File: src/rtl/change_dispense_controller.sv
// change_dispense_controller
// Vending-machine change controller. Accepts one-hot coins, vends one-hot
// selected items against the registered balance, and returns change
// greedily (1000 / 500 / 100) either on request or after an idle timeout.
//
// Ports:
//   clk               single clock, all state updates on rising edge
//   reset_n           asynchronous reset, active HIGH (1 = in reset)
//   i_input_coin      one-hot coin: bit0 = 100, bit1 = 500, bit2 = 1000
//   i_select_item     one-hot item: bit0 = 400, bit1 = 500, bit2 = 1000, bit3 = 2000
//   i_trigger_return  request immediate change return
//   o_available_item  bit i set when the balance covers price[i] (0 in RETURN)
//   o_output_item     one-cycle pulse for the vended item
//   o_return_coin     one-hot coin dispensed this cycle
//   o_coin_reject     one-cycle pulse when an inserted coin is refused
//   o_current_total   registered balance
//   o_wait_time       registered remaining idle cycles before auto-return
//   o_busy            high while dispensing change
module change_dispense_controller #(
  parameter int kWaitCycles = 100,
  parameter int kMaxTotal   = 9900
) (
  input  logic        clk,
  input  logic        reset_n,
  input  logic [2:0]  i_input_coin,
  input  logic [3:0]  i_select_item,
  input  logic        i_trigger_return,
  output logic [3:0]  o_available_item,
  output logic [3:0]  o_output_item,
  output logic [2:0]  o_return_coin,
  output logic        o_coin_reject,
  output logic [15:0] o_current_total,
  output logic [31:0] o_wait_time,
  output logic        o_busy
);

  typedef enum logic [1:0] {
    ST_IDLE,
    ST_ACTIVE,
    ST_RETURN
  } state_t;

  localparam logic [16:0] kMaxTotal17 = 17'(kMaxTotal);
  localparam logic [31:0] kWaitLoad   = 32'(kWaitCycles);

  state_t      state_q, state_d;
  logic [15:0] balance_q, balance_d;
  logic [31:0] wait_q, wait_d;
  logic [3:0]  item_q, item_d;
  logic [2:0]  coin_q, coin_d;
  logic        reject_q, reject_d;

  logic        coin_valid, sel_valid, coin_ok, vend_ok;
  logic [15:0] coin_value, price, post_balance;
  logic [16:0] sum_with_coin;

  // Decode the one-hot inputs; zero or multi-hot patterns decode as invalid
  always_comb begin
    coin_valid = 1'b1;
    coin_value = 16'd0;
    case (i_input_coin)
      3'b001:  coin_value = 16'd100;
      3'b010:  coin_value = 16'd500;
      3'b100:  coin_value = 16'd1000;
      default: coin_valid = 1'b0;
    endcase

    sel_valid = 1'b1;
    price     = 16'd0;
    case (i_select_item)
      4'b0001: price = 16'd400;
      4'b0010: price = 16'd500;
      4'b0100: price = 16'd1000;
      4'b1000: price = 16'd2000;
      default: sel_valid = 1'b0;
    endcase
  end

  // The coin limit check is done one bit wider so a large balance cannot wrap.
  // The vend uses only the registered balance, so the 16-bit post-update
  // balance can never underflow and never exceeds kMaxTotal.
  assign sum_with_coin = {1'b0, balance_q} + {1'b0, coin_value};
  assign coin_ok       = coin_valid && (sum_with_coin <= kMaxTotal17);
  assign vend_ok       = sel_valid && (balance_q >= price);
  assign post_balance  = balance_q + (coin_ok ? coin_value : 16'd0)
                                   - (vend_ok ? price : 16'd0);

  // Next-state and next-output logic
  always_comb begin
    state_d   = state_q;
    balance_d = balance_q;
    wait_d    = wait_q;
    item_d    = 4'b0000;
    coin_d    = 3'b000;
    reject_d  = 1'b0;

    if (state_q == ST_RETURN) begin
      // Inputs other than coins are ignored; coins are refused while paying out.
      // The final coin is shown for one cycle before dropping back to IDLE.
      reject_d = coin_valid;
      wait_d   = 32'd0;
      if (balance_q == 16'd0) begin
        state_d = ST_IDLE;
      end else if (balance_q >= 16'd1000) begin
        coin_d    = 3'b100;
        balance_d = balance_q - 16'd1000;
      end else if (balance_q >= 16'd500) begin
        coin_d    = 3'b010;
        balance_d = balance_q - 16'd500;
      end else begin
        coin_d    = 3'b001;
        balance_d = balance_q - 16'd100;
      end
    end else begin
      reject_d  = coin_valid && !coin_ok;
      item_d    = vend_ok ? i_select_item : 4'b0000;
      balance_d = post_balance;

      if (post_balance == 16'd0) begin
        state_d = ST_IDLE;
        wait_d  = 32'd0;
      end else if (i_trigger_return) begin
        state_d = ST_RETURN;
        wait_d  = 32'd0;
      end else if (coin_ok || vend_ok) begin
        state_d = ST_ACTIVE;
        wait_d  = kWaitLoad;
      end else if (wait_q <= 32'd1) begin
        // Timer expires: RETURN starts in the same cycle the count reads 0
        state_d = ST_RETURN;
        wait_d  = 32'd0;
      end else begin
        state_d = ST_ACTIVE;
        wait_d  = wait_q - 32'd1;
      end
    end
  end

  // State and registered outputs; reset discards any undispensed balance
  always_ff @(posedge clk or posedge reset_n) begin
    if (reset_n) begin
      state_q   <= ST_IDLE;
      balance_q <= 16'd0;
      wait_q    <= 32'd0;
      item_q    <= 4'b0000;
      coin_q    <= 3'b000;
      reject_q  <= 1'b0;
    end else begin
      state_q   <= state_d;
      balance_q <= balance_d;
      wait_q    <= wait_d;
      item_q    <= item_d;
      coin_q    <= coin_d;
      reject_q  <= reject_d;
    end
  end

  // Availability follows the registered balance and is blanked while paying out
  always_comb begin
    o_available_item = 4'b0000;
    if (state_q != ST_RETURN) begin
      o_available_item = {balance_q >= 16'd2000, balance_q >= 16'd1000,
                          balance_q >= 16'd500,  balance_q >= 16'd400};
    end
  end

  assign o_output_item   = item_q;
  assign o_return_coin   = coin_q;
  assign o_coin_reject   = reject_q;
  assign o_current_total = balance_q;
  assign o_wait_time     = wait_q;
  assign o_busy          = (state_q == ST_RETURN);

endmodule

File: config.mk
export PLATFORM = sky130hd
export DESIGN_NAME = change_dispense_controller
export DESIGN_NICKNAME = d
export VERILOG_FILES = /design/src/rtl/change_dispense_controller.sv
export SDC_FILE = /design/constraint.sdc
export NUM_CORES = 1
export LEC_CHECK = 0
export ABC_CLOCK_PERIOD_IN_PS = 10500
export CORE_MARGIN = 5
export CORE_UTILIZATION = 50
export CTS_BUF_LIST = sky130_fd_sc_hd__clkbuf_4
export DETAILED_ROUTE_END_ITERATION = 8
export MAX_ROUTING_LAYER = met4
export PLACE_DENSITY_LB_ADDON = 0.1
export SLEW_MARGIN = 20
export SYNTH_ARGS = -nofsm -noshare
export SYNTH_HDL_FRONTEND = slang
export SYNTH_SLANG_ARGS = --single-unit
File: constraint.sdc
create_clock -name clk -period 10.5 [get_ports clk]
set_clock_uncertainty 0.15 [all_clocks]
set_input_delay 1.05 -clock clk [delete_from_list [all_inputs] [get_ports clk]]
set_output_delay 1.05 -clock clk [all_outputs]
set_load 0.01 [all_outputs]
After elaboration in Yosys (flattened, before gate mapping)
Index checks and enable logic that the tools add are counted.
{"block": "word_totals", "register_bits": 58, "latchBits": 0, "ramBits": 0, "romBits": 0, "in_bits": 10, "mem_count": 0}
{"block": "op_classes", "addsub": 7, "mul": 0, "n_div": 0, "order_cmp": 7, "n_eq_ne": 11, "n_shift": 0, "n_mux": 29, "n_bitwise": 0, "reduce_logical": 9}
{"operator": "$mux W32", "n": 5}
{"operator": "$mux W16", "n": 6}
{"operator": "$pmux W11 S4", "n": 1}
{"operator": "$ge A16 B9 Y1 const B", "n": 2}
{"operator": "$le A32 B1 Y1 const B", "n": 1}
{"operator": "$logic_not A16 Y1", "n": 2}
{"operator": "$sub A32 B1 Y32 const B", "n": 1}
{"operator": "$pmux W10 S3", "n": 1}
{"operator": "$add A16 B16 Y17", "n": 1}
{"operator": "$le A17 B14 Y1 const B", "n": 1}
{"operator": "$add A16 B16 Y16", "n": 1}
{"operator": "$ge A16 B10 Y1 const B", "n": 1}
{"operator": "$ge A16 B11 Y1 const B", "n": 1}
{"operator": "$ge A16 B16 Y1", "n": 1}
{"operator": "$sub A16 B10 Y16 const B", "n": 1}
{"operator": "$sub A16 B16 Y16", "n": 1}
{"operator": "$sub A16 B7 Y16 const B", "n": 1}
{"operator": "$sub A16 B9 Y16 const B", "n": 1}
{"operator": "$mux W2", "n": 7}
{"operator": "$mux W4", "n": 3}
{"operator": "$mux W3", "n": 3}
{"operator": "$eq A4 B1 Y1 const B", "n": 1}
{"operator": "$eq A4 B2 Y1 const B", "n": 1}
{"operator": "$eq A4 B3 Y1 const B", "n": 1}
{"operator": "13 further kinds", "n": 18}

Longest topological paths before layout
{"block": "logic_depth", "ltp_word": 11, "mapped_depth": 30, "depth_no_buf": 27}

Worst setup path after synthesis
Ideal clock, no wire load.
{"block": "synth_path", "path_kind": "input -> register", "startpoint": "input i_input_coin[0]", "endpoint": "register wait_q[27] (netlist: o_wait_time[27])", "setup_time_ps": 96, "t_arrival_ps": 6996, "setup_slack_ps": 3258, "stages": 30, "path_buffers": 4, "cell_sequence": "buf_2 or3b_1 buf_2 o21ai_0 ha_1 and3_1 a221o_1 a21oi_1 mux2i_1 xnor2_1 nor2_1 o32ai_2 a21oi_1 and3_1 and2_1 fa_1 inv_1 fa_1 nor2b_1 o21ai_0 a21o_1 a21o_1 a211oi_1 nor3_1 a31oi_1 nand2b_1 a21o_1 buf_6 buf_6 nor4_2"}
{"block": "synth_between", "elab_chain_cells": 11, "word_cells_on_any_way": 18}
{"item": "from (decl)", "line_no": "25", "rtl": "input logic [2:0] i_input_coin,"}
{"item": "$eq A3 B3 Y1, or another cell as far along", "line_no": "61", "rtl": "case (i_input_coin)"}
{"item": "$pmux W10 S3", "line_no": "61"}
{"item": "$add A16 B16 Y17", "line_no": "82", "rtl": "assign sum_with_coin = {1'b0, balance_q} + {1'b0, coin_value};"}
{"item": "$le A17 B14 Y1", "line_no": "83", "rtl": "assign coin_ok = coin_valid && (sum_with_coin <= kMaxTotal17);"}
{"item": "$logic_and A1 B1 Y1", "line_no": "83"}
{"item": "$mux W16", "line_no": "85", "rtl": "assign post_balance = balance_q + (coin_ok ? coin_value : 16'd0)"}
{"item": "$add A16 B16 Y16", "line_no": "85"}
{"item": "$sub A16 B16 Y16", "line_no": "86", "rtl": "- (vend_ok ? price : 16'd0);"}
{"item": "$logic_not A16 Y1", "line_no": "119", "rtl": "if (post_balance == 16'd0) begin"}
{"item": "$mux W32 (*)", "line_no": "119"}
{"item": "$mux W32 (*)", "line_no": "97", "rtl": "if (state_q == ST_RETURN) begin"}
{"item": "via wait_d[27]", "line_no": "48", "rtl": "logic [31:0] wait_q, wait_d;"}
{"item": "to (signal assigned)", "line_no": "151", "rtl": "wait_q <= wait_d;"}
{"item": "to (decl)", "line_no": "48"}
Mark *: on every way through the listed nets, which the timed path passes. The rest lies on a longest branch.
A chain may end at the register's enable or synchronous reset.

Worst setup path after layout
{"block": "layout_path", "startpoint": "input i_input_coin[2]", "endpoint": "register wait_q[8] (netlist: o_wait_time[8])"}
Same word-level chain as after synthesis.

==> flow_summary.ini <==
[sta]
hold_viol = 0
finalSetupTns_ns = 0
tightest_slew_ns = 0.922
maxSlewViolCount = 0
fmax_mhz = 122
min_period_ns = 8.23
timing.hold.ws_ns = 0.435
finalSetupViolations = 0
relSlewSlack_pct = 38.3
rsz0062_at_grt = false
fin_crit_sh_pct = 78.4

[die]
row_count = 38
die_h_um = 114
die_w_um = 114
coreArea_sq_mm = 0.0107
start_util_pct = 50.7
die_area_sq_mm = 0.0131
io_pins = 71

[clock_tree]
cts.sinks = 56
hold_buffers = 0
post-cts-setup-buffers = 0
cts_made_buffers = 5
ctsRootBufferMaster = clkbuf_4
clk_latency_ns = 0.41
ctsResizeCount = 0
clockBufferDepth = 2
cts.clk_slew.worst_paths_ns = 0.19
cts_tree = built
cts.htree.levels = 2

[final_layout]
num-nets-final = 778
drive_gt1_share_pct = 4.91
area_growth_pct = 14.6
final.fill_count = 1011
final_util_pct = 58.1
final_cell_mix = clkdlybuf4s50_1, nor2_1, dfrtp_1
diodes = 0
final_area_sq_mm = 0.00624
layout_commonest_cell = clkdlybuf4s50_1

[global_routing]
grt_use_total_pct = 25.6
grt_pass1_vias = 5032
grt_max_degree = 57
grt_pass1_wl_um = 26300
grt_overflow = 0
grt_antenna_before_repair = 0

[critical_path]
critPathKind = in2reg
cpPeakStageDelay_ns = 0.61
end_kind = register
rr_startpoint = o_current_total[3]
crit_buf_inv = 2
crit_arrival_ns = 8.37
required_ns = 10.64
path_max_fanout = 29
crit_family = compound AO/OA/AOI/OAI gates
cp-start-kind = primary input
cp_slowest_cell = clkdlybuf4s50_1
startpoint = i_input_coin[2]

[drt]
ant_nets = 0
dr.pass1.iters = 5
met1_length_um = 7630
via_count = 5157
wl_met3_um = 1120
dr.max_layer_used = met4
drc_errors = 0
wl_met2_um = 6780
wire_per_inst_um = 18.5
via_per_inst = 6.05
drt_iter0_markers = 442
drt_wl_total_um = 15800

[synth]
synth.ff_latch_count = 56
async_flop_share_pct = 100
syn_area_sq_mm = 0.00544
synth_edf_count = 0
ys_seq_area_share_pct = 25.7
yosysWarnings = 0
ys_types = 72
ys.flop_type = dfrtp_1
synth_cells = 664
syn_avg_cell_area_sq_um = 8.20

[flow_run]
maxCapViolations = 0

[outcome]
outcome = complete, no violations

[placed_design]
dp_hpwl_um = 12000
finalWeightedCongestion = 1.00
io_buffers = 68
dpl_cell_area_sq_mm = 0.00618

[worst_hold_path]
min_path_type = reg2reg
holdCritStartpoint = o_wait_time[0]
metal layers:
layer | vias up | global-route usage, %
met3 | 23 | 3.65
met1 | 2452 | 37.3
met2 | 202 | 37.5
met4 | 0 | 6.02
li1 | 2480 | -
met5 | - | -
metrics by stage:
stage,setup WS (ns),cells
global route,1.72,853
CTS,1.97,853
global placement,1.68,845
floorplan,3.26,665
finish,2.27,853
detailed placement,1.53,845
worst register-to-register path, cell delays in order (launching register included):
cell	delay (ns)
dfrtp_1	0.76
inv_1	0.32
xnor2_1	0.21
ha_1	0.26
a21o_1	0.17
a221o_1	0.39
a21oi_1	0.20
mux2i_1	0.24
xnor2_1	0.14
nor2_1	0.07
o32ai_2	0.32
a21oi_1	0.17
and3_1	0.24
and2_1	0.21
fa_1	0.57
inv_1	0.10
fa_1	0.47
nor2b_1	0.12
o21ai_0	0.08
a21o_1	0.23
a21o_1	0.19
a211oi_1	0.34
nor3_1	0.13
a31oi_1	0.28
nand2b_1	0.17
a21o_2	0.45
nor4_1	0.36
sequential cells by signal, summed over array words and instances, names as in the netlist:
name,flops
o_return_coin,3
o_output_item,4
o_current_total,14
state_q,2
o_wait_time,32
o_coin_reject,1
final timing paths:
check	to	slack, ns	cells past startpoint
hold reg to reg	o_wait_time[0]	0.43	1
min in group asynchronous	o_current_total[10]	1.00	3
hold / removal	o_wait_time[0]	0.43	1
setup reg to reg	o_wait_time[8]	3.08	26
max in group asynchronous	o_current_total[12]	8.70	3
setup / recovery	o_wait_time[8]	2.27	27
cell families after synthesis:
group | after synthesis | synth area share [%]
other | 1 | 0.0689
XOR/XNOR | 55 | 8.85
buffers and inverters | 72 | 5.68
adder cells (fa/ha/maj) | 57 | 14.3
flip-flops | 56 | 25.7
AND/OR/NAND/NOR | 266 | 26.0
AO/OA/AOI/OAI | 152 | 18.4
multiplexers | 5 | 0.965
final cells by class:
cell class	instances	area (sq um)	area share (%)
clock inverter	3	21.3	0.341
clock buffer	5	37.5	0.602
tap	140	175	2.81
inverter	41	154	2.47
sequential	56	1400	22.5
timing repair buffer	71	703	11.3
multi-input combinational	537	3750	60.0
cells in the mapped netlist (4+ instances only):
cell type / n / area [sq um]
nand2_1: 55 / 206
nor4_2: 6 / 75.1
nor2b_1: 5 / 31.3
nor2_1: 62 / 233
xor2_1: 18 / 158
clkbuf_1: 19 / 71.3
nand3_1: 14 / 70.1
a21boi_0: 5 / 37.5
a21oi_1: 38 / 190
ha_1: 47 / 588
fa_1: 9 / 180
nor3_1: 32 / 160
or3_1: 8 / 50.1
or2_2: 4 / 25.0
buf_2: 4 / 20.0
inv_1: 39 / 146
nor4_1: 30 / 188
nor4b_1: 4 / 35.0
a21o_1: 14 / 105
o22ai_1: 4 / 25.0
nor3b_1: 6 / 45.0
o211ai_1: 7 / 52.6
o21ai_0: 30 / 150
dfrtp_1: 56 / 1400
a31oi_1: 7 / 43.8
and2_1: 7 / 43.8
nand4_1: 5 / 31.3
nand2b_1: 9 / 56.3
and3_1: 7 / 43.8
xnor2_1: 37 / 324
a211oi_1: 9 / 67.6
Power is left out: the tool's default activity adds up to more than one toggle a clock period on the data nets, which glitch-free logic cannot reach.
